<file path="src/rtl/acq_pkg.sv">
// Shared types and constants for the acquisition sequencer.
package acq_pkg;

    // Sequencer states.
    typedef enum logic [1:0] {
        ST_IDLE    = 2'd0,
        ST_ARMED   = 2'd1,
        ST_CAPTURE = 2'd2,
        ST_DONE    = 2'd3
    } acq_state_e;

    // Width of the completed-acquisition counter.
    localparam int ACQ_COUNT_WIDTH = 16;

endpackage

</file>
<file path="src/rtl/acq_sequencer_if.sv">
// Sample stream in and BRAM write port out, bundled for the sequencer.
interface acq_sequencer_if #(
    parameter int BRAM_WIDTH = 13,
    parameter int DATA_WIDTH = 32
);
    logic [DATA_WIDTH-1:0] s_data;
    logic                  s_valid;
    logic [BRAM_WIDTH-1:0] bram_addr;
    logic [DATA_WIDTH-1:0] bram_wdata;
    logic                  bram_we;

    // Producer of samples / consumer of BRAM writes.
    modport master (
        output s_data, s_valid,
        input  bram_addr, bram_wdata, bram_we
    );

    // The sequencer side.
    modport slave (
        input  s_data, s_valid,
        output bram_addr, bram_wdata, bram_we
    );
endinterface

</file>
<file path="src/rtl/acq_decimator.sv">
// Decimation counter: strobes on the first valid sample after clear and
// then on every (dec+1)-th valid sample.
module acq_decimator
    import acq_pkg::*;
#(
    parameter int DEC_WIDTH = 16
) (
    input  logic                 clk,
    input  logic                 rst,
    input  logic                 clear,
    input  logic                 sample,
    input  logic [DEC_WIDTH-1:0] dec,
    output logic                 wr_stb
);

    logic [DEC_WIDTH-1:0] cnt_q;
    logic [DEC_WIDTH-1:0] cnt_d;

    // Next counter value: cleared outside capture, wraps from dec to 0.
    always_comb begin
        cnt_d = cnt_q;
        if (clear) begin
            cnt_d = {DEC_WIDTH{1'b0}};
        end else if (sample) begin
            if (cnt_q == dec) begin
                cnt_d = {DEC_WIDTH{1'b0}};
            end else begin
                cnt_d = cnt_q + DEC_WIDTH'(1'b1);
            end
        end else begin
            cnt_d = cnt_q;
        end
    end

    // Counter register.
    always_ff @(posedge clk or posedge rst) begin
        if (rst) begin
            cnt_q <= {DEC_WIDTH{1'b0}};
        end else begin
            cnt_q <= cnt_d;
        end
    end

    assign wr_stb = sample && (cnt_q == {DEC_WIDTH{1'b0}});

endmodule

</file>
<file path="src/rtl/acq_sequencer.sv">
// Acquisition sequencer: arms on start, waits for trig/sync, writes
// decimated samples to BRAM at addresses 0..last_addr, then reports done.
module acq_sequencer
    import acq_pkg::*;
#(
    parameter int BRAM_WIDTH = 13,
    parameter int DATA_WIDTH = 32,
    parameter int DEC_WIDTH  = 16
) (
    input  logic                       clk,
    input  logic                       rst,
    input  logic                       start,
    input  logic                       abort,
    input  logic                       continuous,
    input  logic                       trig_en,
    input  logic                       trig,
    input  logic                       sync,
    input  logic [BRAM_WIDTH-1:0]      last_addr,
    input  logic [DEC_WIDTH-1:0]       dec,
    acq_sequencer_if.slave             bus,
    output logic                       busy,
    output logic                       done,
    output logic [ACQ_COUNT_WIDTH-1:0] acq_count
);

    acq_state_e                 state_q, state_d;
    logic [BRAM_WIDTH-1:0]      last_addr_q, last_addr_d;
    logic [DEC_WIDTH-1:0]       dec_q, dec_d;
    logic                       trig_en_q, trig_en_d;
    logic [BRAM_WIDTH-1:0]      addr_q, addr_d;
    logic                       we_q, we_d;
    logic [DATA_WIDTH-1:0]      wdata_q, wdata_d;
    logic [BRAM_WIDTH-1:0]      waddr_q, waddr_d;
    logic                       busy_q, busy_d;
    logic                       done_q, done_d;
    logic [ACQ_COUNT_WIDTH-1:0] count_q, count_d;
    logic                       wr_stb_s;

    acq_decimator #(.DEC_WIDTH(DEC_WIDTH)) u_dec (
        .clk    (clk),
        .rst    (rst),
        .clear  (state_q != ST_CAPTURE),
        .sample ((state_q == ST_CAPTURE) && bus.s_valid),
        .dec    (dec_q),
        .wr_stb (wr_stb_s)
    );

    // Next-state, parameter latching, address counter and output values.
    always_comb begin
        state_d     = state_q;
        last_addr_d = last_addr_q;
        dec_d       = dec_q;
        trig_en_d   = trig_en_q;
        addr_d      = addr_q;
        we_d        = 1'b0;
        wdata_d     = wdata_q;
        waddr_d     = waddr_q;
        done_d      = 1'b0;
        count_d     = count_q;
        case (state_q)
            ST_IDLE: begin
                // Abort beats a simultaneous start.
                if (start && !abort) begin
                    state_d     = ST_ARMED;
                    last_addr_d = last_addr;
                    dec_d       = dec;
                    trig_en_d   = trig_en;
                end else begin
                    state_d = ST_IDLE;
                end
            end
            ST_ARMED: begin
                addr_d = {BRAM_WIDTH{1'b0}};
                if (abort) begin
                    state_d = ST_IDLE;
                end else if (trig_en_q ? trig : sync) begin
                    state_d = ST_CAPTURE;
                end else begin
                    state_d = ST_ARMED;
                end
            end
            ST_CAPTURE: begin
                if (abort) begin
                    state_d = ST_IDLE;
                end else if (wr_stb_s) begin
                    we_d    = 1'b1;
                    wdata_d = bus.s_data;
                    waddr_d = addr_q;
                    // The final write closes the capture in the same edge.
                    if (addr_q == last_addr_q) begin
                        state_d = ST_DONE;
                        done_d  = 1'b1;
                        count_d = count_q + ACQ_COUNT_WIDTH'(1'b1);
                    end else begin
                        addr_d = addr_q + BRAM_WIDTH'(1'b1);
                    end
                end else begin
                    state_d = ST_CAPTURE;
                end
            end
            ST_DONE: begin
                if (abort) begin
                    state_d = ST_IDLE;
                end else if (continuous) begin
                    state_d = ST_ARMED;
                end else begin
                    state_d = ST_IDLE;
                end
            end
            default: begin
                state_d = ST_IDLE;
            end
        endcase
        busy_d = (state_d != ST_IDLE);
    end

    // State, latched parameters and registered outputs.
    always_ff @(posedge clk or posedge rst) begin
        if (rst) begin
            state_q     <= ST_IDLE;
            last_addr_q <= {BRAM_WIDTH{1'b0}};
            dec_q       <= {DEC_WIDTH{1'b0}};
            trig_en_q   <= 1'b0;
            addr_q      <= {BRAM_WIDTH{1'b0}};
            we_q        <= 1'b0;
            wdata_q     <= {DATA_WIDTH{1'b0}};
            waddr_q     <= {BRAM_WIDTH{1'b0}};
            busy_q      <= 1'b0;
            done_q      <= 1'b0;
            count_q     <= {ACQ_COUNT_WIDTH{1'b0}};
        end else begin
            state_q     <= state_d;
            last_addr_q <= last_addr_d;
            dec_q       <= dec_d;
            trig_en_q   <= trig_en_d;
            addr_q      <= addr_d;
            we_q        <= we_d;
            wdata_q     <= wdata_d;
            waddr_q     <= waddr_d;
            busy_q      <= busy_d;
            done_q      <= done_d;
            count_q     <= count_d;
        end
    end

    assign bus.bram_we    = we_q;
    assign bus.bram_wdata = wdata_q;
    assign bus.bram_addr  = waddr_q;
    assign busy           = busy_q;
    assign done           = done_q;
    assign acq_count      = count_q;

endmodule

</file>
<file path="src/flat_wrapper.sv">
// flat-port wrapper written by rule: the top's interface ports become plain ports
module acq_sequencer_flat import acq_pkg::*;
#(
    parameter int BRAM_WIDTH = 13,
    parameter int DATA_WIDTH = 32,
    parameter int DEC_WIDTH  = 16
)
  (clk, rst, start, abort, continuous, trig_en, trig, sync, last_addr, dec, busy, done, acq_count, bus_s_data, bus_s_valid, bus_bram_addr, bus_bram_wdata, bus_bram_we);
  acq_sequencer_if #(.BRAM_WIDTH(BRAM_WIDTH), .DATA_WIDTH(DATA_WIDTH)) bus_i ();
  input  logic clk;
  input  logic rst;
  input  logic start;
  input  logic abort;
  input  logic continuous;
  input  logic trig_en;
  input  logic trig;
  input  logic sync;
  input  logic [BRAM_WIDTH-1:0] last_addr;
  input  logic [DEC_WIDTH-1:0] dec;
  output logic busy;
  output logic done;
  output logic [ACQ_COUNT_WIDTH-1:0] acq_count;
  input wire logic [$bits(bus_i.s_data)-1:0] bus_s_data;
  input wire logic [$bits(bus_i.s_valid)-1:0] bus_s_valid;
  output wire logic [$bits(bus_i.bram_addr)-1:0] bus_bram_addr;
  output wire logic [$bits(bus_i.bram_wdata)-1:0] bus_bram_wdata;
  output wire logic [$bits(bus_i.bram_we)-1:0] bus_bram_we;
  assign bus_i.s_data = bus_s_data;
  assign bus_i.s_valid = bus_s_valid;
  assign bus_bram_addr = bus_i.bram_addr;
  assign bus_bram_wdata = bus_i.bram_wdata;
  assign bus_bram_we = bus_i.bram_we;
  acq_sequencer #(.BRAM_WIDTH(BRAM_WIDTH), .DATA_WIDTH(DATA_WIDTH), .DEC_WIDTH(DEC_WIDTH)) u_core (.clk(clk), .rst(rst), .start(start), .abort(abort), .continuous(continuous), .trig_en(trig_en), .trig(trig), .sync(sync), .last_addr(last_addr), .dec(dec), .bus(bus_i), .busy(busy), .done(done), .acq_count(acq_count));
endmodule
</file>
<file path="config.mk">
export PLATFORM = sky130hd
export DESIGN_NAME = acq_sequencer_flat
export DESIGN_NICKNAME = d
export VERILOG_FILES = /design/src/rtl/acq_pkg.sv /design/src/rtl/acq_sequencer_if.sv /design/src/rtl/acq_decimator.sv /design/src/rtl/acq_sequencer.sv /design/src/flat_wrapper.sv
export SDC_FILE = /design/constraint.sdc
export NUM_CORES = 1
export LEC_CHECK = 0
export BUFFER_PORTS_ARGS = -buffer_cell sky130_fd_sc_hd__buf_2
export CORE_AREA = 2 2 101 128
export DETAILED_ROUTE_END_ITERATION = 12
export DIE_AREA = 0 0 103 130
export PLACE_DENSITY = 0.75
export SYNTH_ARGS = -nofsm -noshare
export SYNTH_HDL_FRONTEND = slang
export SYNTH_SLANG_ARGS = --single-unit
</file>
<file path="constraint.sdc">
create_clock -name clk -period 3.6 [get_ports clk]
set_clock_uncertainty 0.1 [all_clocks]
set_input_delay 0.18 -clock clk [delete_from_list [all_inputs] [get_ports clk]]
set_output_delay 0.18 -clock clk [all_outputs]
set_load 0.05 [all_outputs]
</file>
==> results of run 1 <==
[routing by layer]
| layer | vias to the layer above | share of wire (%) | GRT usage (%) |
|---|---|---|---|
| met3 | 30 | 5.4 | 4.767 |
| met5 | - | 0 | 0 |
| met2 | 180 | 54 | 41.21 |
| met4 | 0 | 2.2 | 8.669 |
| li1 | 2376 | - | - |
| met1 | 2510 | 39 | 27.43 |
[worst min-delay path: stages]
cell     delay (ns)
buf_2          0.10
mux2i_1        0.07
nor3_1         0.13
nor2_1         0.08
nand2_1        0.07
[stage by stage]
| step | cell area (µm²) | power (mW) | hold WS (ns) | utilization [%] |
|---|---|---|---|---|
| finish | 7876 | 4.847 | 0.1534 | 63.95 |
| global route | 7874 | 5.041 | 0.2463 | 63.93 |
| CTS | 7874 | 4.859 | 0.1559 | 63.93 |
| detailed placement | 6628 | 3.058 | 0.2802 | 53.81 |
| global placement | 6628 | 3.014 | 0.2774 | 53.81 |
| floorplan | 5841 | 2.731 | 0.1533 | - |
[path summary, 6_finish.rpt]
path	slack (ns)	end	from
min	0.15	u_core.state_q[0]$_DFF_PP0_	continuous
max in group asynchronous	1.98	u_core.done$_DFF_PP0_	rst
min in group asynchronous	0.52	u_core.bus.bram_wdata[11]$_DFFE_PP0P_	rst
max	0.76	u_core.acq_count[13]$_DFFE_PP0P_	u_core.state_q[1]$_DFF_PP0_
min reg2reg	0.36	u_core.bus.bram_wdata[31]$_DFFE_PP0P_	u_core.bus.bram_wdata[31]$_DFFE_PP0P_
max reg2reg	0.76	u_core.acq_count[13]$_DFFE_PP0P_	u_core.state_q[1]$_DFF_PP0_
[registers in the layout, indices dropped and copies added (netlist names)]
| name | cells |
|---|---|
| u_core.last_addr_q | 13 |
| u_core.state_q | 2 |
| u_core.dec_q | 16 |
| u_core.busy | 1 |
| u_core.bus.bram_we | 1 |
| u_core.bus.bram_wdata | 32 |
| u_core.done | 1 |
| u_core.trig_en_q | 1 |
| u_core.addr_q | 13 |
| u_core.acq_count | 16 |
| u_core.u_dec.cnt_q | 16 |
| u_core.bus.bram_addr | 13 |
[logic make-up (layout without fill, tap and decap cells)]
| kind of cell | after synthesis | in the layout | share of synthesized area, % |
|---|---|---|---|
| other | 0 | 1 | 0 |
| adders and majority gates | 4 | 4 | 0.8575 |
| buffers and inverters | 45 | 248 | 3.516 |
| xor gates and xnor gates | 48 | 48 | 7.203 |
| AOI/OAI and AO/OA | 40 | 40 | 4.630 |
| DFF | 125 | 125 | 53.59 |
| muxes | 38 | 38 | 7.181 |
| and+or+nand+nor | 280 | 280 | 23.02 |
[synthesized netlist by cell type, drive strengths merged, types with 5 or more instances]
cell type and instances:
a21oi 5, a31oi 6, and3 5, and4 6, buf 17, clkbuf 14
dfrtp 125, inv 14, mux2 31, mux2i 7, nand2 166, nand3 21
nand4 20, nor2 14, nor4 19, o211ai 5, o21ai 7, o31ai 5
or4 8, xnor2 13, xor2 35
[report_power, final]
part           internal [mW]  switching [mW]  total (mW)
logic                  0.365           0.908        1.27
clock network           1.11           0.635        1.74
registers               1.66           0.169        1.83
total                   3.13            1.71        4.85
[repair_timing]
| item | CTS | global route |
|---|---|---|
| hold endpoints to repair | 90 | 0 |
| buffers inserted | 0 | 0 |
| hold buffers | 64 | 0 |
[cell type report]
class                           count  area (µm²)  area share (%)
Multi-Input combinational cell    410        2517           31.96
Clock inverter                     14       166.4           2.113
Sequential cell                   125        3128           39.71
Clock buffer                       18       439.2           5.576
Antenna cell                        1       2.502         0.03177
Inverter                           14       56.30          0.7149
Tap cell                          168       210.2           2.669
Timing Repair Buffer              202        1356           17.22
==> summary.md, run 1 <==
| Metric | Value |
|---|---|
| Antenna violations before repair | 0 |
| DRC violations left | 0 |
| Share of post-route cells with drive strength above 1 | 26.95% |
| H-tree depth | 4 |
| Period utilisation layout | between 70% and 80% |
| CP Max Fanout | 69 |
| Pre-CTS setup slack | between 0.8 and 0.9 ns |
| Fill cells | around 950 |
| Post-Syn Area | 0.005837 mm² |
| Cell depth of the worst setup path | 5 |
| Final hold violation count | 0 |
| HPWL after DPL | 9.881 mm |
| EDFF count, synth | 0 |
| Power Dens Cells | roughly 620 mW/mm² |
| Most frequent cells in the layout | nand2_1 (166), buf_2 (133), dfrtp_1 (125) |
| Mean Syn Cell Area | 10.06 µm² |
| Post-synth ARST share | 100.0% |
| CTS resizes | 0 |
| Clock Sinks | approximately 130 |
| Per-cell routed wire length | ~16 µm |
| CTS root buf | clkbuf_16 |
| CP Data Arrival Time | 3.03 ns |
| WP buf/inv | 0 |
| DR pass1 iterations | 5 |
| Yosys warnings | 0 |
| First-pass GRT wire length | roughly 24 mm |
| Core area | between 0.01 and 0.015 mm² |
| WP data required | about 3.8 ns |
| Predominant post-synthesis flop cell | dfrtp_1 |
| Max Clock Freq | around 350 MHz |
| Area growth, synth to finish | 34.94% |
| Syn_nets | approximately 650 |
| IO Count | 134 |
| Gpl congestion | 0.8771 |
| All-Layer GR Usage | 23.19% |
| VDD IR max | between 0.4 and 0.5 mV |
| Initial DRC Count | between 200 and 300 |
| Worst Setup Start Kind | register |
| Fin. max-slew vios | 0 |
| Deepest clock path buffer count | 2 |
| Worst skew pair latency | around 0.41 ns |
| DR vias/cell | between 5 and 6 |
| Most common cell after layout, fill and taps aside | nand2_1 |
| CP top delay family | simple AND/OR/NAND/NOR gates |
| Final min period | approximately 2.8 ns |
| Row Count | 46 |
| Post-Layout Cell Count | between 900 and 1k |
| Die Y | roughly 130 µm |
| Cell Chain, Critical Path | and3b_1 > nand3_1 > or2_4 > or4_1 > xnor2_1 |
| RSZ-0062 raised after global routing | no |
| IO Port Bufs | 133 |
| Die area | 0.01339 mm² |
| Outcome | completed |
| Die width | 103 µm |
| Global route total overflow | 0 |
| Slowest stage cell on the critical path | or4_1 |
| Dominant cells by area after synthesis | dfrtp_1 (54%), nand2_1 (11%), mux2_2 (6.0%) |
| Antenna violation net count after detailed routing | 0 |
| Seq cells post-synth | between 100 and 150 |
| Cts bufs inserted | 17 |
| Largest net degree at the start of global routing | 70 |
| Yosys top cell area share | approximately 54% |
| Setup crit end kind | register |
| Synth area leader | dfrtp_1 |
| Min-Delay Path Depth | 5 |
| Tightest Pin Transition | about 1.2 ns |
| Nets@finish | between 800 and 900 |
| Reg2reg path depth | 5 |
| Seq/Total Area, Yosys | between 50% and 60% |
| Number of global-route vias before repair | between 5k and 6k |
| TritonCTS clock tree | done |
| Max cap viols | 0 |
| Final worst slack | 0.7619 ns |
| Vias | 5096 |
| Hold Path Class | in2reg |
| Leak | 3.873 nW |
| Inst Count DP | 855 |
| Synth cell types | between 40 and 50 |
| Largest stage delay, worst path | 0.60 ns |
| Synth Instances | 580 |
| Clk slew on worst S/H paths | 0.06 ns |
| Crit Path Class | reg2reg |
| Setup violators final | 0 |
| Initial core utilization | between 40% and 50% |
| Slew HR | about 20% |
| Drt total wl | approximately 15 mm |
| Final TNS setup | 0 ns |
(Power assumes the default switching activity.)
==> run 2: changes to the inputs <==
Settings changed: CORE_AREA 2 2 101 128 to 2 2 96 122, DIE_AREA 0 0 103 130 to 0 0 98 124, PLACE_DENSITY 0.75 to 0.79.
Clock period 3.6 ns to 2.8 ns, I/O delays scaled along.
==> run 2 against run 1 <==
Worst setup slack worse by 0.43 ns. Final cell count shrank 2.8%. Hold slack worse by 0.060 ns. Utilization rose by 8.4 points. Global-route usage up 4.1 points. Die area shrank 9.2%. Non-clock buffer count increased by 8. Register-to-register slack worse by 0.43 ns. Critical path type unchanged. Highest routed layer unchanged.
==> summary.md, run 2 (same netlist as run 1, synthesis figures left out) <==
| Metric | Value |
|---|---|
| Leak | 3.896 nW (+0.59%) |
| CTS resizes | 0 (unchanged) |
| Row Count | 43 (-6.5%) |
| # hold bufs at CTS | 64 (unchanged) |
| Reg2reg path depth | 7 (+2) |
| Tightest Pin Transition | 0.7331 ns (-0.4647 ns) |
| VDD IR max | 0.7223 mV (+48%) |
| CP Data Arrival Time | 2.67 ns (-0.36 ns) |
| Max cap viols | 0 (unchanged) |
| Final min period | 2.468 ns (-0.3703 ns) |
| Antenna violations before repair | 0 (unchanged) |
| Outcome | completed |
| IO Port Bufs | 133 (unchanged) |
| Most frequent cells in the layout | nand2_1 (166), buf_2 (133), dfrtp_1 (125) |
| Deepest clock path buffer count | 2 (unchanged) |
| First-pass GRT wire length | 26.05 mm (+8.0%) |
| H-tree depth | 4 (unchanged) |
| Hold Path Class | in2reg |
| CTS root buf | clkbuf_16 |
| Power Dens Cells | 793.4 mW/mm² (+29%) |
| DRC violations left | 0 (unchanged) |
| Setup slack, reg-to-reg | 0.33 ns (-0.43 ns) |
| Setup crit end kind | register |
| R2R Path Start | u_core.u_dec.cnt_q[0]$_DFFE_PP0P_ |
| Number of global-route vias before repair | 5330 (+6.4%) |
| Crit. Startpoint | u_core.u_dec.cnt_q[0]$_DFFE_PP0P_ |
| Area growth, synth to finish | 35.46% |
| Max reg flops | 32 (unchanged) |
| Cts bufs inserted | 17 (unchanged) |
| Clock Sinks | 125 (unchanged) |
| Reg2reg end | u_core.acq_count[8]$_DFFE_PP0P_ |
| Max Clock Freq | 405.2 MHz (+15%) |
| DR vias/cell | 5.695 (+6.4%) |
| Post-Layout Cell Count | 925 (-2.8%) |
| All-Layer GR Usage | 27.27% (+4.1 points) |
| Share of post-route cells with drive strength above 1 | 27.47% (+0.52 points) |
| Inst Count DP | 830 (-2.9%) |
| Largest net degree at the start of global routing | 95 (+36%) |
| Nets@finish | 852 (+0.95%) |
| DR pass1 iterations | 6 (+1) |
| Worst skew pair latency | 0.43 ns (+0.02 ns) |
| Slew HR | 51.03% (+31 points) |
| Core area | 0.01092 mm² (-11%) |
| Number of setup buffers added after CTS | 0 (unchanged) |
| Period utilisation layout | 88.14% (+9.3 points) |
| Final TNS setup | 0 ns (unchanged) |
| IO Count | 134 (unchanged) |
| Initial core utilization | 53.44% (+6.1 points) |
| Die Y | 124 µm (-4.6%) |
| Die area | 0.01215 mm² (-9.2%) |
| Setup violators final | 0 (unchanged) |
| Crit Path Class | reg2reg |
| TritonCTS clock tree | done |
| Vias | 5268 (+3.4%) |
| Worst Setup Start Kind | register |
| WP data required | 3.00 ns (-0.79 ns) |
| Fin. max-slew vios | 0 (unchanged) |
| Global route total overflow | 0 (unchanged) |
| Setup crit end | u_core.acq_count[8]$_DFFE_PP0P_ |
| Gpl congestion | 0.9213 (+5.0%) |
| CP Max Fanout | 32 (-54%) |
| Antenna violation net count after detailed routing | 0 (unchanged) |
| N_diodes | 0 (-1) |
| Clk slew on worst S/H paths | 0.06 ns (about the same) |
| Initial DRC Count | 399 (+36%) |
| Drt total wl | 16.03 mm (+5.0%) |
| RSZ-0062 raised after global routing | no |
| Per-cell routed wire length | 17.33 µm (+8.1%) |
| Final hold violation count | 0 (unchanged) |
| Most common cell after layout, fill and taps aside | nand2_1 |
| Die width | 98 µm (-4.9%) |
| HPWL after DPL | 9.693 mm (-1.9%) |
## run 2: cell types whose count changed in the layout (fill, tap and decap cells not counted), sizes merged
cell	delta
clkinv	-4
buf	+8
clkinvlp	+3
diode	-1
## run 2: cell type report
cell class	instances	area, µm²
Sequential cell	125	3128
Fill cell	754	3015
Multi-Input combinational cell	410	2517
Timing Repair Buffer	210	1441
Clock buffer	18	429.2
Tap cell	135	168.9
Clock inverter	13	165.2
Inverter	14	56.30
## run 2: metal layers
| metal | global-route usage [%] | routed length (µm) | vias up |
|---|---|---|---|
| met5 | 0 | 0 | - |
| met4 | 12.33 | 436 | 0 |
| met3 | 6.734 | 1027 | 50 |
| met2 | 49.66 | 8734 | 263 |
| met1 | 30.22 | 5831 | 2565 |
| li1 | - | - | 2390 |
## run 2: worst min-delay path by stage
stage | start | endpoint | slack (ns) | depth (start not counted)
2_1_floorplan | abort | u_core.state_q[1]$_DFF_PP0_ | 0.11 | 1
3_3_place_gp | rst | u_core.bus.bram_wdata[14]$_DFFE_PP0P_ | 0.16 | 2
3_5_place_dp | rst | u_core.bus.bram_wdata[12]$_DFFE_PP0P_ | 0.18 | 2
4_1_cts | continuous | u_core.state_q[0]$_DFF_PP0_ | 0.09 | 5
5_1_grt | continuous | u_core.state_q[0]$_DFF_PP0_ | 0.13 | 5
6_report | continuous | u_core.state_q[0]$_DFF_PP0_ | 0.09 | 5
## run 2: per-stage QoR
stage / area (µm²) / power (mW) / hold slack, ns / worst slack, ns / util (%)
finish: 7906 / 6.273 / 0.09329 / 0.3322 / 72.39
floorplan: 5841 / 3.512 / 0.1133 / 0.5305 / -
CTS: 7906 / 6.231 / 0.08573 / 0.3420 / 72.39
global placement: 6671 / 3.891 / 0.1643 / 0.4770 / 61.08
detailed placement: 6671 / 3.943 / 0.1763 / 0.3664 / 61.08
global route: 7906 / 6.507 / 0.1324 / 0.1908 / 72.39
## run 2: critical path: stages (launching register included)
cell	delay, ns
dfrtp_1	0.45
inv_1	0.09
ha_1	0.16
nor4b_2	0.25
nand3_1	0.20
or2_4	0.40
or4_1	0.57
xnor2_1	0.14
## run 2: report_power, final
group,total [mW],switching [mW],internal (mW)
logic,1.67,1.19,0.476
clock network,2.24,0.840,1.40
registers,2.37,0.231,2.14
total,6.27,2.26,4.01
